--- config.mk ---
export PLATFORM = sky130hd
export DESIGN_NAME = mem_arbiter_flat
export DESIGN_NICKNAME = d
export VERILOG_FILES = /design/src/rtl/mem_arbiter_if.sv /design/src/rtl/mem_arbiter.sv /design/src/flat_wrapper.sv
export SDC_FILE = /design/constraint.sdc
export NUM_CORES = 1
export LEC_CHECK = 0
export CORE_UTILIZATION = 37
export DETAILED_ROUTE_END_ITERATION = 8
export GPL_ROUTABILITY_DRIVEN = 0
export PLACE_DENSITY = 0.78
export SYNTH_ARGS = -nofsm -noshare
export SYNTH_HDL_FRONTEND = slang
export SYNTH_SLANG_ARGS = --single-unit
export TNS_END_PERCENT = 5
--- constraint.sdc ---
create_clock -name clk -period 1.8 [get_ports clk]
set_input_delay 0.27 -clock clk [delete_from_list [all_inputs] [get_ports clk]]
set_output_delay 0.27 -clock clk [all_outputs]
set_load 0.05 [all_outputs]
--- src/rtl/mem_arbiter_if.sv ---
// Bus bundle between the IF/LS requesters, the arbiter and the SPI mem_controller.
// The slave modport is the arbiter's view; master is the requester/controller side.
interface mem_arbiter_if;
    logic        if_req;
    logic [31:0] if_addr;
    logic        if_done;
    logic [31:0] if_rdata;

    logic        ls_req;
    logic [31:0] ls_addr;
    logic [2:0]  ls_num_bytes;
    logic        ls_write;
    logic [31:0] ls_wdata;
    logic        ls_done;
    logic [31:0] ls_rdata;

    logic        err;

    logic        mem_start;
    logic [31:0] mem_addr;
    logic [2:0]  mem_num_bytes;
    logic        mem_write;
    logic [31:0] mem_wdata;
    logic        mem_data_fetch;
    logic        mem_done;
    logic [31:0] mem_instr;
    logic [31:0] mem_data;

    modport slave (
        input  if_req, if_addr, ls_req, ls_addr, ls_num_bytes, ls_write, ls_wdata,
               mem_done, mem_instr, mem_data,
        output if_done, if_rdata, ls_done, ls_rdata, err,
               mem_start, mem_addr, mem_num_bytes, mem_write, mem_wdata, mem_data_fetch
    );

    modport master (
        output if_req, if_addr, ls_req, ls_addr, ls_num_bytes, ls_write, ls_wdata,
               mem_done, mem_instr, mem_data,
        input  if_done, if_rdata, ls_done, ls_rdata, err,
               mem_start, mem_addr, mem_num_bytes, mem_write, mem_wdata, mem_data_fetch
    );
endinterface

--- src/rtl/mem_arbiter.sv ---
// Arbitrates the single mem_controller port between instruction fetch and load/store,
// with a start/done level handshake, a release phase and a watchdog abort.
module mem_arbiter #(
    parameter int FIXED_PRIO = 1,
    parameter int TIMEOUT    = 4096,
    parameter int TW         = 13
) (
    input  logic         clk,
    input  logic         rst_n,
    mem_arbiter_if.slave bus
);
    typedef enum logic [1:0] {IDLE, GRANT_IF, GRANT_LS, RELEASE} state_t;

    localparam bit            WD_EN   = (TIMEOUT != 0);
    localparam logic [TW-1:0] WD_LAST = TW'((TIMEOUT == 0) ? 0 : TIMEOUT - 1);

    state_t        state, state_d;
    logic          start_q, start_d;
    logic [31:0]   addr_q, addr_d;
    logic [2:0]    nbytes_q, nbytes_d;
    logic          write_q, write_d;
    logic [31:0]   wdata_q, wdata_d;
    logic          fetch_q, fetch_d;
    logic          if_done_q, if_done_d;
    logic          ls_done_q, ls_done_d;
    logic [31:0]   if_rdata_q, if_rdata_d;
    logic [31:0]   ls_rdata_q, ls_rdata_d;
    logic          err_q, err_d;
    logic          last_ls_q, last_ls_d;
    logic [TW-1:0] wdog_q, wdog_d;
    logic          pick_ls;

    function automatic logic [2:0] norm_bytes(input logic [2:0] n);
        return (n == 3'd1 || n == 3'd2) ? n : 3'd4;
    endfunction

    // On a tie, round-robin hands the grant to whichever port did not win last time
    assign pick_ls = bus.ls_req && (!bus.if_req || (FIXED_PRIO != 0) || !last_ls_q);

    always_comb begin
        state_d    = state;
        start_d    = start_q;
        addr_d     = addr_q;
        nbytes_d   = nbytes_q;
        write_d    = write_q;
        wdata_d    = wdata_q;
        fetch_d    = fetch_q;
        if_rdata_d = if_rdata_q;
        ls_rdata_d = ls_rdata_q;
        last_ls_d  = last_ls_q;
        wdog_d     = wdog_q;
        if_done_d  = 1'b0;
        ls_done_d  = 1'b0;
        err_d      = 1'b0;
        unique case (state)
            IDLE: begin
                if (bus.if_req || bus.ls_req) begin
                    start_d = 1'b1;
                    wdog_d  = '0;
                    if (pick_ls) begin
                        addr_d    = bus.ls_addr;
                        nbytes_d  = norm_bytes(bus.ls_num_bytes);
                        write_d   = bus.ls_write;
                        wdata_d   = bus.ls_wdata;
                        fetch_d   = !bus.ls_write;
                        last_ls_d = 1'b1;
                        state_d   = GRANT_LS;
                    end else begin
                        addr_d    = bus.if_addr;
                        nbytes_d  = 3'd4;
                        write_d   = 1'b0;
                        wdata_d   = '0;
                        fetch_d   = 1'b0;
                        last_ls_d = 1'b0;
                        state_d   = GRANT_IF;
                    end
                end
            end
            GRANT_IF, GRANT_LS: begin
                wdog_d = wdog_q + 1'b1;
                // A real completion takes precedence over a coincident watchdog expiry
                if (bus.mem_done || (WD_EN && wdog_q == WD_LAST)) begin
                    start_d = 1'b0;
                    write_d = 1'b0;
                    err_d   = !bus.mem_done;
                    state_d = RELEASE;
                    if (state == GRANT_IF) begin
                        if_done_d = 1'b1;
                        if (bus.mem_done) if_rdata_d = bus.mem_instr;
                    end else begin
                        ls_done_d = 1'b1;
                        if (bus.mem_done && fetch_q) ls_rdata_d = bus.mem_data;
                    end
                end
            end
            RELEASE: begin
                if (!bus.mem_done) state_d = IDLE;
            end
            default: state_d = IDLE;
        endcase
    end

    always_ff @(posedge clk or negedge rst_n) begin
        if (!rst_n) begin
            state      <= IDLE;
            start_q    <= 1'b0;
            addr_q     <= '0;
            nbytes_q   <= '0;
            write_q    <= 1'b0;
            wdata_q    <= '0;
            fetch_q    <= 1'b0;
            if_done_q  <= 1'b0;
            ls_done_q  <= 1'b0;
            if_rdata_q <= '0;
            ls_rdata_q <= '0;
            err_q      <= 1'b0;
            last_ls_q  <= 1'b0;
            wdog_q     <= '0;
        end else begin
            state      <= state_d;
            start_q    <= start_d;
            addr_q     <= addr_d;
            nbytes_q   <= nbytes_d;
            write_q    <= write_d;
            wdata_q    <= wdata_d;
            fetch_q    <= fetch_d;
            if_done_q  <= if_done_d;
            ls_done_q  <= ls_done_d;
            if_rdata_q <= if_rdata_d;
            ls_rdata_q <= ls_rdata_d;
            err_q      <= err_d;
            last_ls_q  <= last_ls_d;
            wdog_q     <= wdog_d;
        end
    end

    assign bus.mem_start      = start_q;
    assign bus.mem_addr       = addr_q;
    assign bus.mem_num_bytes  = nbytes_q;
    assign bus.mem_write      = write_q;
    assign bus.mem_wdata      = wdata_q;
    assign bus.mem_data_fetch = fetch_q;
    assign bus.if_done        = if_done_q;
    assign bus.ls_done        = ls_done_q;
    assign bus.if_rdata       = if_rdata_q;
    assign bus.ls_rdata       = ls_rdata_q;
    assign bus.err            = err_q;
endmodule

--- src/flat_wrapper.sv ---
// flat-port wrapper written by rule: the top's interface ports become plain ports
module mem_arbiter_flat 
#(
    parameter int FIXED_PRIO = 1,
    parameter int TIMEOUT    = 4096,
    parameter int TW         = 13
)
  (clk, rst_n, bus_if_req, bus_if_addr, bus_ls_req, bus_ls_addr, bus_ls_num_bytes, bus_ls_write, bus_ls_wdata, bus_mem_done, bus_mem_instr, bus_mem_data, bus_if_done, bus_if_rdata, bus_ls_done, bus_ls_rdata, bus_err, bus_mem_start, bus_mem_addr, bus_mem_num_bytes, bus_mem_write, bus_mem_wdata, bus_mem_data_fetch);
  mem_arbiter_if bus_i ();
  input  logic clk;
  input  logic rst_n;
  input wire logic [$bits(bus_i.if_req)-1:0] bus_if_req;
  input wire logic [$bits(bus_i.if_addr)-1:0] bus_if_addr;
  input wire logic [$bits(bus_i.ls_req)-1:0] bus_ls_req;
  input wire logic [$bits(bus_i.ls_addr)-1:0] bus_ls_addr;
  input wire logic [$bits(bus_i.ls_num_bytes)-1:0] bus_ls_num_bytes;
  input wire logic [$bits(bus_i.ls_write)-1:0] bus_ls_write;
  input wire logic [$bits(bus_i.ls_wdata)-1:0] bus_ls_wdata;
  input wire logic [$bits(bus_i.mem_done)-1:0] bus_mem_done;
  input wire logic [$bits(bus_i.mem_instr)-1:0] bus_mem_instr;
  input wire logic [$bits(bus_i.mem_data)-1:0] bus_mem_data;
  output wire logic [$bits(bus_i.if_done)-1:0] bus_if_done;
  output wire logic [$bits(bus_i.if_rdata)-1:0] bus_if_rdata;
  output wire logic [$bits(bus_i.ls_done)-1:0] bus_ls_done;
  output wire logic [$bits(bus_i.ls_rdata)-1:0] bus_ls_rdata;
  output wire logic [$bits(bus_i.err)-1:0] bus_err;
  output wire logic [$bits(bus_i.mem_start)-1:0] bus_mem_start;
  output wire logic [$bits(bus_i.mem_addr)-1:0] bus_mem_addr;
  output wire logic [$bits(bus_i.mem_num_bytes)-1:0] bus_mem_num_bytes;
  output wire logic [$bits(bus_i.mem_write)-1:0] bus_mem_write;
  output wire logic [$bits(bus_i.mem_wdata)-1:0] bus_mem_wdata;
  output wire logic [$bits(bus_i.mem_data_fetch)-1:0] bus_mem_data_fetch;
  assign bus_i.if_req = bus_if_req;
  assign bus_i.if_addr = bus_if_addr;
  assign bus_i.ls_req = bus_ls_req;
  assign bus_i.ls_addr = bus_ls_addr;
  assign bus_i.ls_num_bytes = bus_ls_num_bytes;
  assign bus_i.ls_write = bus_ls_write;
  assign bus_i.ls_wdata = bus_ls_wdata;
  assign bus_i.mem_done = bus_mem_done;
  assign bus_i.mem_instr = bus_mem_instr;
  assign bus_i.mem_data = bus_mem_data;
  assign bus_if_done = bus_i.if_done;
  assign bus_if_rdata = bus_i.if_rdata;
  assign bus_ls_done = bus_i.ls_done;
  assign bus_ls_rdata = bus_i.ls_rdata;
  assign bus_err = bus_i.err;
  assign bus_mem_start = bus_i.mem_start;
  assign bus_mem_addr = bus_i.mem_addr;
  assign bus_mem_num_bytes = bus_i.mem_num_bytes;
  assign bus_mem_write = bus_i.mem_write;
  assign bus_mem_wdata = bus_i.mem_wdata;
  assign bus_mem_data_fetch = bus_i.mem_data_fetch;
  mem_arbiter #(.FIXED_PRIO(FIXED_PRIO), .TIMEOUT(TIMEOUT), .TW(TW)) u_core (.clk(clk), .rst_n(rst_n), .bus(bus_i));
endmodule
==> metrics.cfg <==
[pwr]
irDropWorstVdd_mv=1.21
p_per_area_nw_per_um2=2080
p_leak_nw=4.76
total_power_mw=21.0

[worst_setup_path]
critPathBufInv=0
path_class=flop to flop
cp-end-kind=flop
crit_chain=ha_1 > nand3_1 > nor4_1 > mux2_2 > a22o_1
critPathRequiredTime_ns=2.10
slowest_delay_ns=0.41
path_max_fanout=5
startpoint=u_core.wdog_q[0]
crit-reg2reg-launch=u_core.wdog_q[0]
critPathTopFamily=simple AND/OR/NAND/NOR gates
slowest_stage=dfrtp_1
crit_arrival_ns=2.10
start_kind=flop

[finish]
area_growth_pct=64.2
final_cell_mix=166 x clkdlybuf4s50_1, 152 x dfrtp_1, 90 x dlygate4sd2_1
ff_latch_area_um2=3800
drive_above_1_share_pct=23.0
multi_input_area_um2=2290
final_nets=972
final_common_cell=clkdlybuf4s50_1
num_antenna_cells=0
fillers=1255

[sta]
slew_headroom_pct=62.0
slew_violations=0
hold_viol=0
period_share_pct=99.7
hold_ws_ns=0.308
layout_min_cycle_time_ns=1.79
rsz0062_at_grt=true
max_freq_mhz=557
tightest_slew_ns=0.572
setup_viol=0
skew_ns=0.00820

[synth]
synth_fp_nets=644
synth_cell_types=32
async_flop_share_pct=100
synth-seq-cells=152
yosys_warnings=0
synth_top_area_share_pct=61.8
synthCells=468
synth_top_flop_cell=dfrtp_1
synth.area.top_cells=dfrtp_1 62%, mux2_2 12%, mux2i_1 5.7%, a22o_1 5.1%, o21ai_0 3.0%
synthesis.area_um2=6150
synth_top_area_cell=dfrtp_1
synth_edf_count=0
syn_area_per_cell_um2=13.2
synth-seq-area-share_pct=61.8

[clocking]
clock_latency_ns=0.42
htreeDepth=4
cts_made_buffers=17
post-cts-setup-buffer-count=0
root_buffer=clkbuf_16
cts_tree=built
cts_sinks=152
clk_pin_slew_ns=0.06
clock_path_buffers=2

[die]
fp.dieH_um=131
core-area_um2=16100
start_util_pct=38.3
io-pin-count=306
std_cell_rows=46
design.die.area_um2=17200
dieWidth_um=131

[grt]
grt_remaining_overflow=0
grt_use_total_pct=19.6
grt_max_degree=55
grt_pass1_wl_um=25200
antenna_found_initial=0
grt_pass1_vias=4979

[place]
portBuffers=305
hpwl_um=12900

[drt]
drt_pass1_iterations=4
drt_wl_total_um=16700
drtAntennaViolNets=0
wl_per_cell_um=16.3
vias=4944
drt-vias-per-instance=4.83
drt_first_iter_violations=189
remaining_drc_errors=0

[hold_path]
hp-class=primary input to async pin

[outcome]
status=finished, final reports clean

[job]
cap_violations=0

## state kept, by name, summed over array words and instances (netlist names)
register                   flops
u_core.state                   2
u_core.bus.err                 1
u_core.bus.ls_done             1
u_core.bus.mem_num_bytes       3
u_core.wdog_q                 13
u_core.bus.mem_write           1
u_core.bus.if_done             1
u_core.bus.mem_addr           32
u_core.bus.mem_data_fetch      1
u_core.bus.ls_rdata           32
u_core.bus.mem_wdata          32
u_core.bus.mem_start           1
u_core.bus.if_rdata           32
## kinds of logic after synthesis
logic type,count (synthesis),share of synthesized area (%)
flip-flops,152,61.8
AO/OA/AOI/OAI,85,9.49
AND/OR/NAND/NOR,85,6.55
multiplexers,101,17.8
XOR/XNOR,7,0.996
adder cells (fa/ha/maj),7,1.42
buffers and inverters,31,1.97
## worst register-to-register path: stages, from the launching register on
cell,delay [ns]
dfrtp_1,0.41
ha_1,0.20
nand3_1,0.17
nor4_1,0.36
mux2_2,0.37
a22o_1,0.17
## layout make-up
| cell class | instances | area share (%) |
|---|---|---|
| inverter | 4 | 0.149 |
| clock buffer | 20 | 4.42 |
| clock inverter | 11 | 1.47 |
| multi-input combinational | 285 | 22.7 |
| timing repair buffer | 336 | 31.0 |
| tap | 216 | 2.67 |
| sequential | 152 | 37.6 |
## routing by layer
layer / vias to the layer above / global-route usage, % / routed length [um]
met5: - / 0 / 0
met4: 0 / 8.72 / 416
met2: 203 / 34.3 / 8760
met3: 26 / 5.25 / 1060
li1: 2337 / - / -
met1: 2378 / 22.5 / 6500
## metrics by stage
stage | setup TNS (ns) | instances | worst slack (ns) | utilization [%] | area (um2)
after floorplan | 0 | 468 | 0.0294 | - | 6180
after global placement | -0.0467 | 992 | -0.0273 | 59.7 | 9590
after detailed placement | -0.270 | 992 | -0.119 | 59.7 | 9590
after CTS | 0 | 1024 | 0.00481 | 62.9 | 10100
after global routing | -0.670 | 1024 | -0.129 | 62.9 | 10100
final | 0 | 1024 | 0.00577 | 62.9 | 10100
## synthesized netlist by cell type (2+ instances only)
cell type	instances
inv_1	4
nor3b_1	2
nor4b_1	2
nor2_1	13
or4_1	2
buf_1	5
clkbuf_1	18
nand2b_1	2
nand3_1	6
xnor2_1	7
o21ai_0	37
o31ai_1	2
nand2_1	42
dfrtp_1	152
buf_2	4
nand4_1	2
ha_1	7
nor4_1	5
mux2i_1	35
nor3_1	4
mux2_2	66
a22o_1	36
a32o_1	2
a21oi_1	5
## timing repair
item / in CTS / in global routing
gates resized for setup: 93 / 2
endpoints found under the hold margin: 29 / 0
pin swaps: 0 / 1
hold buffers: 1 / 0
setup endpoints to repair: 91 / 19
## final timing paths
kind                            slack [ns]                   endpoint  cells past startpoint
max in group asynchronous             0.84   u_core.bus.mem_wdata[17]                      3
worst max-delay path                 0.006          u_core.wdog_q[12]                      5
worst min register to register        0.47    u_core.bus.mem_addr[11]                      2
min in group clk                      0.34  u_core.bus.mem_data_fetch                      4
worst max register to register       0.006          u_core.wdog_q[12]                      5
worst min-delay path                  0.31     u_core.bus.ls_rdata[0]                      2
## where the power goes
| group | internal [mW] | leakage, nW | total (mW) | switching, mW |
|---|---|---|---|---|
| sequential | 5.06 | 1.90 | 5.99 | 0.930 |
| clock | 2.21 | 0.282 | 3.59 | 1.37 |
| combinational | 3.72 | 2.59 | 11.4 | 7.73 |
Power figures use the tool's default switching activity.
